<file path="src/rtl/xsleena_sound_mailbox.sv">
// Main-CPU to sound-CPU command mailbox: NUM_CH independent FIFOs with overflow
// policy, sticky overflow flags and a level or latched sound-CPU IRQ.
module xsleena_sound_mailbox #(
    parameter int             NUM_CH    = 2,
    parameter int             DEPTH     = 4,
    parameter int             DW        = 8,
    parameter int             OVF_MODE  = 0,
    parameter int             IRQ_MODE  = 0,
    parameter logic [DW-1:0]  EMPTY_VAL = 8'hFF,
    localparam int            CHW       = (NUM_CH > 1) ? $clog2(NUM_CH) : 1
) (
    input  logic              clk,
    input  logic              RSTn,
    input  logic              wr_cen,
    input  logic [CHW-1:0]    wr_ch,
    input  logic [DW-1:0]     wr_data,
    input  logic              rd_cen,
    input  logic [CHW-1:0]    rd_ch,
    output logic [DW-1:0]     rd_data,
    output logic              rd_valid,
    input  logic [NUM_CH-1:0] irq_en,
    output logic              irq_n,
    output logic [NUM_CH-1:0] empty,
    output logic [NUM_CH-1:0] full,
    output logic [NUM_CH-1:0] ovf,
    input  logic [NUM_CH-1:0] ovf_clr
);

    localparam int AW = $clog2(DEPTH);
    localparam int CW = $clog2(DEPTH + 1);

    logic [DW-1:0]     r_mem     [NUM_CH][DEPTH];
    logic [AW-1:0]     r_wrPtr   [NUM_CH];
    logic [AW-1:0]     r_rdPtr   [NUM_CH];
    logic [CW-1:0]     r_count   [NUM_CH];
    logic [NUM_CH-1:0] r_ovf;
    logic [DW-1:0]     r_rdData;
    logic              r_rdValid;
    logic              r_irqN;
    logic              r_irqFlag;

    logic [NUM_CH-1:0] w_wrHit;
    logic [NUM_CH-1:0] w_rdHit;
    logic [NUM_CH-1:0] w_empty;
    logic [NUM_CH-1:0] w_full;
    logic [NUM_CH-1:0] w_pop;
    logic [NUM_CH-1:0] w_push;
    logic [NUM_CH-1:0] w_ovfEvt;
    logic [NUM_CH-1:0] w_irqLevel;
    logic [CW-1:0]     w_countNext [NUM_CH];
    logic              w_rdAny;
    logic [DW-1:0]     w_rdWord;
    logic              w_irqSet;

    // A full channel still accepts a write when the same channel pops in that
    // cycle, or always in overwrite mode (which then also drops the oldest entry).
    always_comb begin
        w_rdAny  = 1'b0;
        w_rdWord = EMPTY_VAL;
        w_irqSet = 1'b0;
        for (int c = 0; c < NUM_CH; c++) begin
            w_wrHit[c]     = wr_cen && (wr_ch == CHW'(c));
            w_rdHit[c]     = rd_cen && (rd_ch == CHW'(c));
            w_empty[c]     = (r_count[c] == '0);
            w_full[c]      = (r_count[c] == CW'(DEPTH));
            w_pop[c]       = w_rdHit[c] && !w_empty[c];
            w_ovfEvt[c]    = w_wrHit[c] && w_full[c] && !w_pop[c];
            w_push[c]      = w_wrHit[c] && (!w_full[c] || w_pop[c] || (OVF_MODE != 0));
            w_countNext[c] = r_count[c];
            if (w_push[c] && !w_pop[c] && !w_full[c])
                w_countNext[c] = r_count[c] + CW'(1);
            else if (w_pop[c] && !w_push[c])
                w_countNext[c] = r_count[c] - CW'(1);
            if (w_pop[c]) begin
                w_rdAny  = 1'b1;
                w_rdWord = r_mem[c][r_rdPtr[c]];
            end
            w_irqLevel[c] = (w_countNext[c] != '0) && irq_en[c];
            if (w_push[c] && irq_en[c])
                w_irqSet = 1'b1;
        end
    end

    always_ff @(posedge clk) begin
        for (int c = 0; c < NUM_CH; c++) begin
            if (w_push[c])
                r_mem[c][r_wrPtr[c]] <= wr_data;
        end
    end

    always_ff @(posedge clk or negedge RSTn) begin
        if (!RSTn) begin
            for (int c = 0; c < NUM_CH; c++) begin
                r_wrPtr[c] <= '0;
                r_rdPtr[c] <= '0;
                r_count[c] <= '0;
            end
            r_ovf     <= '0;
            r_rdData  <= EMPTY_VAL;
            r_rdValid <= 1'b0;
            r_irqN    <= 1'b1;
            r_irqFlag <= 1'b0;
        end else begin
            for (int c = 0; c < NUM_CH; c++) begin
                if (w_push[c])
                    r_wrPtr[c] <= r_wrPtr[c] + 1'b1;
                if (w_pop[c] || (w_ovfEvt[c] && (OVF_MODE != 0)))
                    r_rdPtr[c] <= r_rdPtr[c] + 1'b1;
                r_count[c] <= w_countNext[c];
                if (w_ovfEvt[c])
                    r_ovf[c] <= 1'b1;
                else if (ovf_clr[c])
                    r_ovf[c] <= 1'b0;
            end
            if (rd_cen) begin
                r_rdData  <= w_rdAny ? w_rdWord : EMPTY_VAL;
                r_rdValid <= w_rdAny;
            end else begin
                r_rdValid <= 1'b0;
            end
            r_irqN <= ~|w_irqLevel;
            if (w_irqSet)
                r_irqFlag <= 1'b1;
            else if (rd_cen)
                r_irqFlag <= 1'b0;
        end
    end

    assign rd_data  = r_rdData;
    assign rd_valid = r_rdValid;
    assign irq_n    = (IRQ_MODE != 0) ? ~r_irqFlag : r_irqN;
    assign empty    = w_empty;
    assign full     = w_full;
    assign ovf      = r_ovf;

endmodule

</file>
<file path="config.mk">
export PLATFORM = sky130hd
export DESIGN_NAME = xsleena_sound_mailbox
export DESIGN_NICKNAME = d
export VERILOG_FILES = /design/src/rtl/xsleena_sound_mailbox.sv
export SDC_FILE = /design/constraint.sdc
export NUM_CORES = 1
export LEC_CHECK = 0
export BUFFER_PORTS_ARGS = -buffer_cell sky130_fd_sc_hd__buf_4
export CORE_MARGIN = 2
export CORE_UTILIZATION = 30
export CTS_CLUSTER_DIAMETER = 120
export DETAILED_ROUTE_END_ITERATION = 7
export GPL_TIMING_DRIVEN = 0
export PLACE_DENSITY = 0.45
export SKIP_LAST_GASP = 1
export SLEW_MARGIN = 15
export SYNTH_ARGS = -nofsm -noshare
export SYNTH_HDL_FRONTEND = slang
export SYNTH_SLANG_ARGS = --single-unit
</file>
<file path="constraint.sdc">
create_clock -name clk -period 2.66 [get_ports clk]
set_input_delay 0.399 -clock clk [delete_from_list [all_inputs] [get_ports clk]]
set_output_delay 0.399 -clock clk [all_outputs]
set_load 0.05 [all_outputs]
</file>
# Word level (Yosys, flattened, before mapping)
# Memory sizes are Yosys's and may differ from the RTL's.
# Index checks and enable logic that the tools add are counted.
dict set report totals {
  output_inout_bits 16
  in_bits 18
  n_memories 1
  reg_bits 26
  wordCells 106
  mem_bits_rw 64
}
# name depth word_bits read_ports rd_clocked_by_memory_dff wr line
set mem_list {}
lappend mem_list {r_mem 2 32 2 0 1 32} ;# logic [DW-1:0] r_mem [NUM_CH][DEPTH];
dict set report classes {
  eq_ne 2
  bitwise_logic 6
  addsub 8
  reduce_logical 41
  n_lt_le_gt_ge 6
  n_mux 31
}
# operator count
set ops {}
lappend ops {{$mux 32} 4}
lappend ops {{$mux 8} 9}
lappend ops {{$bmux 8 s2} 2}
lappend ops {{$demux 8 s2} 2}
lappend ops {{$reduce_or 32->1} 1}
lappend ops {{$logic_and 1x1->1} 22}
lappend ops {{$ge 3x3->1 const B} 4}
lappend ops {{$mux 3} 4}
lappend ops {{$not 2->3} 4}
lappend ops {{$mux 1} 10}
lappend ops {{$logic_not 1->1} 9}
lappend ops {{$add 2x1->2 const B} 4}
lappend ops {{$add 3x1->3 const B} 2}
lappend ops {{$eq 3x3->1 const B} 2}
lappend ops {{$logic_not 3->1} 2}
lappend ops {{$lt 3x1->1 const B} 2}
lappend ops {{$reduce_bool 3->1} 2}
lappend ops {{$sub 3x1->3 const B} 2}
lappend ops {{$reduce_bool 2->1} 2}
lappend ops {{$logic_or 1x1->1} 2}
lappend ops {{$not 1->1} 2}
lappend ops {{$reduce_or 2->1} 1}

# Depth between registers and ports, before layout
dict set report depth {
  word_depth 13
  mapped_depth 8
}

# Worst setup path after synthesis
# OpenSTA, ideal clock, no wires.
dict set report synth_path {
  kind {flip-flop to flip-flop}
  from {register r_count[0] (netlist bit)}
  to {memory r_mem[0][32] (netlist bit) (enable)}
  t_required_ns 2.328
  setup_slack_ns 0.562
  arrival_ns 1.766
  stages_incl_launch_ff 7
  cell_sequence {dfrtp_1 > inv_1 > ha_1 > nand2_1 > inv_1 > a21oi_1 > and2_1}
}
dict set report synth_via {
  word_cells_on_any_way 12
  classes_between {eq/ne (1); mux (4); reduce/logical (7)}
}
# item line
set synth_lines {}
lappend synth_lines {{from (decl)} 35} ;# logic [CW-1:0] r_count [NUM_CH];
lappend synth_lines {{from (signal, indexed assignment)} 109} ;# r_count[c] <= w_countNext[c];
lappend synth_lines {{$eq 3x3->1 *} 65} ;# w_full[c] = (r_count[c] == CW'(DEPTH));
lappend synth_lines {{net full[1]} 24} ;# output logic [NUM_CH-1:0] full,
lappend synth_lines {{$logic_not 1->1 *} 68} ;# w_push[c] = w_wrHit[c] && (!w_full[c] || w_pop[c] || (OVF_MODE != 0));
lappend synth_lines {{$logic_or 1x1->1 *} 68}
lappend synth_lines {{$logic_and 1x1->1 *} 68}
lappend synth_lines {{$mux 1 *} 86} ;# if (w_push[c])
lappend synth_lines {{$mux 32 (not written as such) *} 87} ;# r_mem[c][r_wrPtr[c]] <= wr_data;
lappend synth_lines {{$reduce_or 32->1 (no line)} -}
lappend synth_lines {{$mux 1 (no line) or $mux 32 (tied branches)} -}
lappend synth_lines {{to (decl)} 32}
# Mark *: on every way through the listed nets, which the timed path passes. The rest lies on a longest branch.

# Worst setup path after layout
dict set report layout_path {
  from {register r_count[3] (netlist bit)}
  to {memory r_mem[0][20] (netlist bit) (enable)}
}
dict set report layout_via {
  elab_chain_cells 8
  word_cells_on_any_way 10
  classes_between {eq/ne (1); mux (3); reduce/logical (6)}
}
# item line
set layout_rtl {}
lappend layout_rtl {{$logic_not 3->1} 64} ;# w_empty[c] = (r_count[c] == '0);
lappend layout_rtl {{$logic_not 1->1} 66} ;# w_pop[c] = w_rdHit[c] && !w_empty[c];
lappend layout_rtl {{$logic_and 1x1->1} 66}
lappend layout_rtl {{$logic_or 1x1->1 *} 68}
lappend layout_rtl {{$logic_and 1x1->1 *} 68}
lappend layout_rtl {{$mux 1 *} 86}
lappend layout_rtl {{$mux 32 (not written as such) *} 87}
lappend layout_rtl {{$mux 32 (no line) *} -}
# Every way passes the cells marked *; elsewhere a longest branch is shown, timed or not.

==> reports/summary.txt <==
Initial antenna violation count: 0
Multiplexer share of the synthesized area: 0.0922
Top-count cell post-synth: edfxtp_1
CP startpoint kind: register
Routed via count: 2,101
Final Max Slew Viols: 0
Simple-Gate Fraction of Synth Area: 0.0765
Clock Skew: 0.00296 ns
Post-layout min period: 2.36 ns
Yosys top cell by area: edfxtp_1
Fmax: 424 MHz
Layout cells sized above 1: 0.293
Synth area leaders: edfxtp_1 (49%), dfrtp_1 (11%), mux4_2 (9.2%), dfstp_2 (6.0%), ha_1 (4.5%)
Main combinational cell family by area after synthesis: multiplexers
Fin nets: 324
Crit path cell chain: inv_1, ha_1, and2_1, buf_6, a21oi_1, and2_1
IO Pins: 34
Worst slew pin tran: 0.588 ns
Total nets after synthesis: 279
Hold WC Path Type: in -> reg
Data required, critical path: 2.63 ns
Max VDD drop: 0.347 mV
Worst R2R Setup Slack: 0.30 ns
Root buffer cell: clkbuf_16
CP Data Arrival Time: 2.33 ns
Commonest cells post-synth: edfxtp_1 (64), inv_1 (19), dfrtp_1 (17)
Clk slew on worst S/H paths: 0.06 ns
Die Span X: 118 um
Largest stage delay, worst path: 0.53 ns
Row count: 41
Chip height: 118 um
Worst-case clock buffer depth: 2
Critical path's slowest cell: and2_1
Adder-Cell Fraction of Synth Area: 0.0448
Vias in the first global route: 2,194
Compound-cell area share of the yosys netlist: 0.0739
Syn-to-layout area delta: 19.5%
Distinct cells, synth: 41
TritonRoute pass-1 iters: 4
Max Cap Viol: 0
Hold Fails Final Rpt: 0
Top_reg_cell synth: edfxtp_1
Hpwl dp: 5.34 mm
Post-synthesis cell count: 247
YS warnings: 0
Clk Latency, worst-skew pair: 0.33 ns
ANT nets after route: 0
PwrDens: 1020 nW/um^2
Overall die area: 14,000 um^2
CTS resizes: 0
H-Tree Depth: 3
Synthesized area: 3910 um^2
Setup TNS: 0 ns
# setup viols final: 0
GPL Wtd Cong: 0.721
Setup CP Type: reg -> reg
Critical path capture point type: register
Routed Wire Length: 7.67 mm
Synth top area share: 0.492
Clk sink count: 90
CP max FO: 8
Total congestion overflow: 0
Post-CTS Setup Bufs: 0
Vias/cell: 4.48
Most used cell, CP: and2_1
Total Power: 4.76 mW
Rel. slew slack: 0.608
Status: finished clean
Starting Density: 0.309
Diodes inserted: 0
Largest net degree at the start of global routing: 27
Leakage: 1.72 nW
Unrepaired setup endpoints after global routing: false
First-pass GRT wire length: 12.2 mm
Register area share after synthesis: 0.661
CTS tree: built
Wire per inst: 16.4 um
Num CTS Buffers: 9
Overall Global Routing Usage: 0.116
Number of synthesized flops with an enable pin: 64
Seq cells post-synth: 90
DRC: 0
Period Utilization, post-route: 0.887
FFs w/ async S/R, synth: 0.289
Xor/xnor share of the synthesized area: 0.0179
Syn Area/Cell: 15.8 um^2
Initial drt markers: 163
Core ar.: 12,700 um^2
Port bufs: 33
layout by cell type, fill, tap and decap left out, types with 2 or more instances in the layout:
cell,synthesis,final
a21oi_1,4,4
xnor2_1,8,8
nand3_1,4,4
nand2b_1,3,3
clkinvlp_4,0,3
o221ai_1,10,10
inv_1,19,19
inv_2,2,2
a31oi_1,2,2
mux4_2,16,16
clkbuf_1,4,7
ha_1,14,14
buf_2,4,4
and2_1,11,11
dfrtp_1,17,17
dfstp_2,9,9
o32ai_1,2,2
clkbuf_16,0,9
nand3b_1,2,2
nand2_1,9,9
nand4b_1,2,2
and4_1,2,2
buf_4,1,34
edfxtp_1,64,64
o21ai_0,16,16
nor2_1,5,5
power by group:
part	switching (mW)	internal [mW]
clock	0.491	0.728
combinational	0.954	0.661
sequential	0.130	1.79
total	1.58	3.18
routing by layer:
metal	up-vias	GRT usage	share of wire
li1	1020	-	-
met1	1025	0.153	0.47
met2	50	0.187	0.48
met3	6	0.0357	0.047
met4	0	0.0316	0.0082
met5	-	0	0
cell type report:
cell class	instances	area [um^2]
buffer	10	53.8
clock buffer	12	236
clock inverter	4	52.6
fill	1205	8000
inverter	21	78.8
multi-input combinational	126	1190
sequential	90	2580
tap	172	215
timing repair buffer	34	258
cell families after synthesis:
logic type | count (synthesis)
compound gates | 41
xor+xnor | 8
fa+ha+maj | 14
buf+inv | 31
flops | 90
mux | 16
simple gates | 47
flip-flops by register name (all words and copies together) (netlist names):
register	count
irq_n	1
rd_data	8
r_mem	64
r_wrPtr	4
ovf	2
r_rdPtr	4
r_count	6
rd_valid	1
critical path, delay by kind of cell, from the launching register on:
kind            cells  cell delay (ns)
fa+ha+maj           1             0.26
flops               1             0.42
buf+inv             2             0.24
simple gates        2             0.69
compound gates      1             0.39
final timing paths:
check,startpoint,endpoint,cells past startpoint
setup reg to reg,r_count[3],r_mem[0][20],6
setup / recovery,r_count[3],r_mem[0][20],6
min in group asynchronous,RSTn,ovf[0],2
hold reg to reg,rd_data[7],rd_data[7],2
max in group asynchronous,RSTn,rd_data[7],2
hold / removal,irq_en[1],irq_n,2
stage by stage:
stage	util	cell area [um^2]	hold WS (ns)	instances	setup slack, ns
6_report	0.369	4670	0.211	469	0.300
5_1_grt	0.369	4670	0.203	469	0.109
4_1_cts	0.369	4670	0.195	469	0.274
3_5_place_dp	0.345	4370	0.357	452	0.289
3_3_place_gp	0.345	4370	0.357	452	0.275
2_1_floorplan	-	3910	0.103	247	0.562
timing repair:
action                                  4_1_cts  5_1_grt
endpoints found under the setup margin        0        0
endpoints found under the hold margin        10        0
hold buffers                                  1        0
Power figures use the tool's default switching activity.
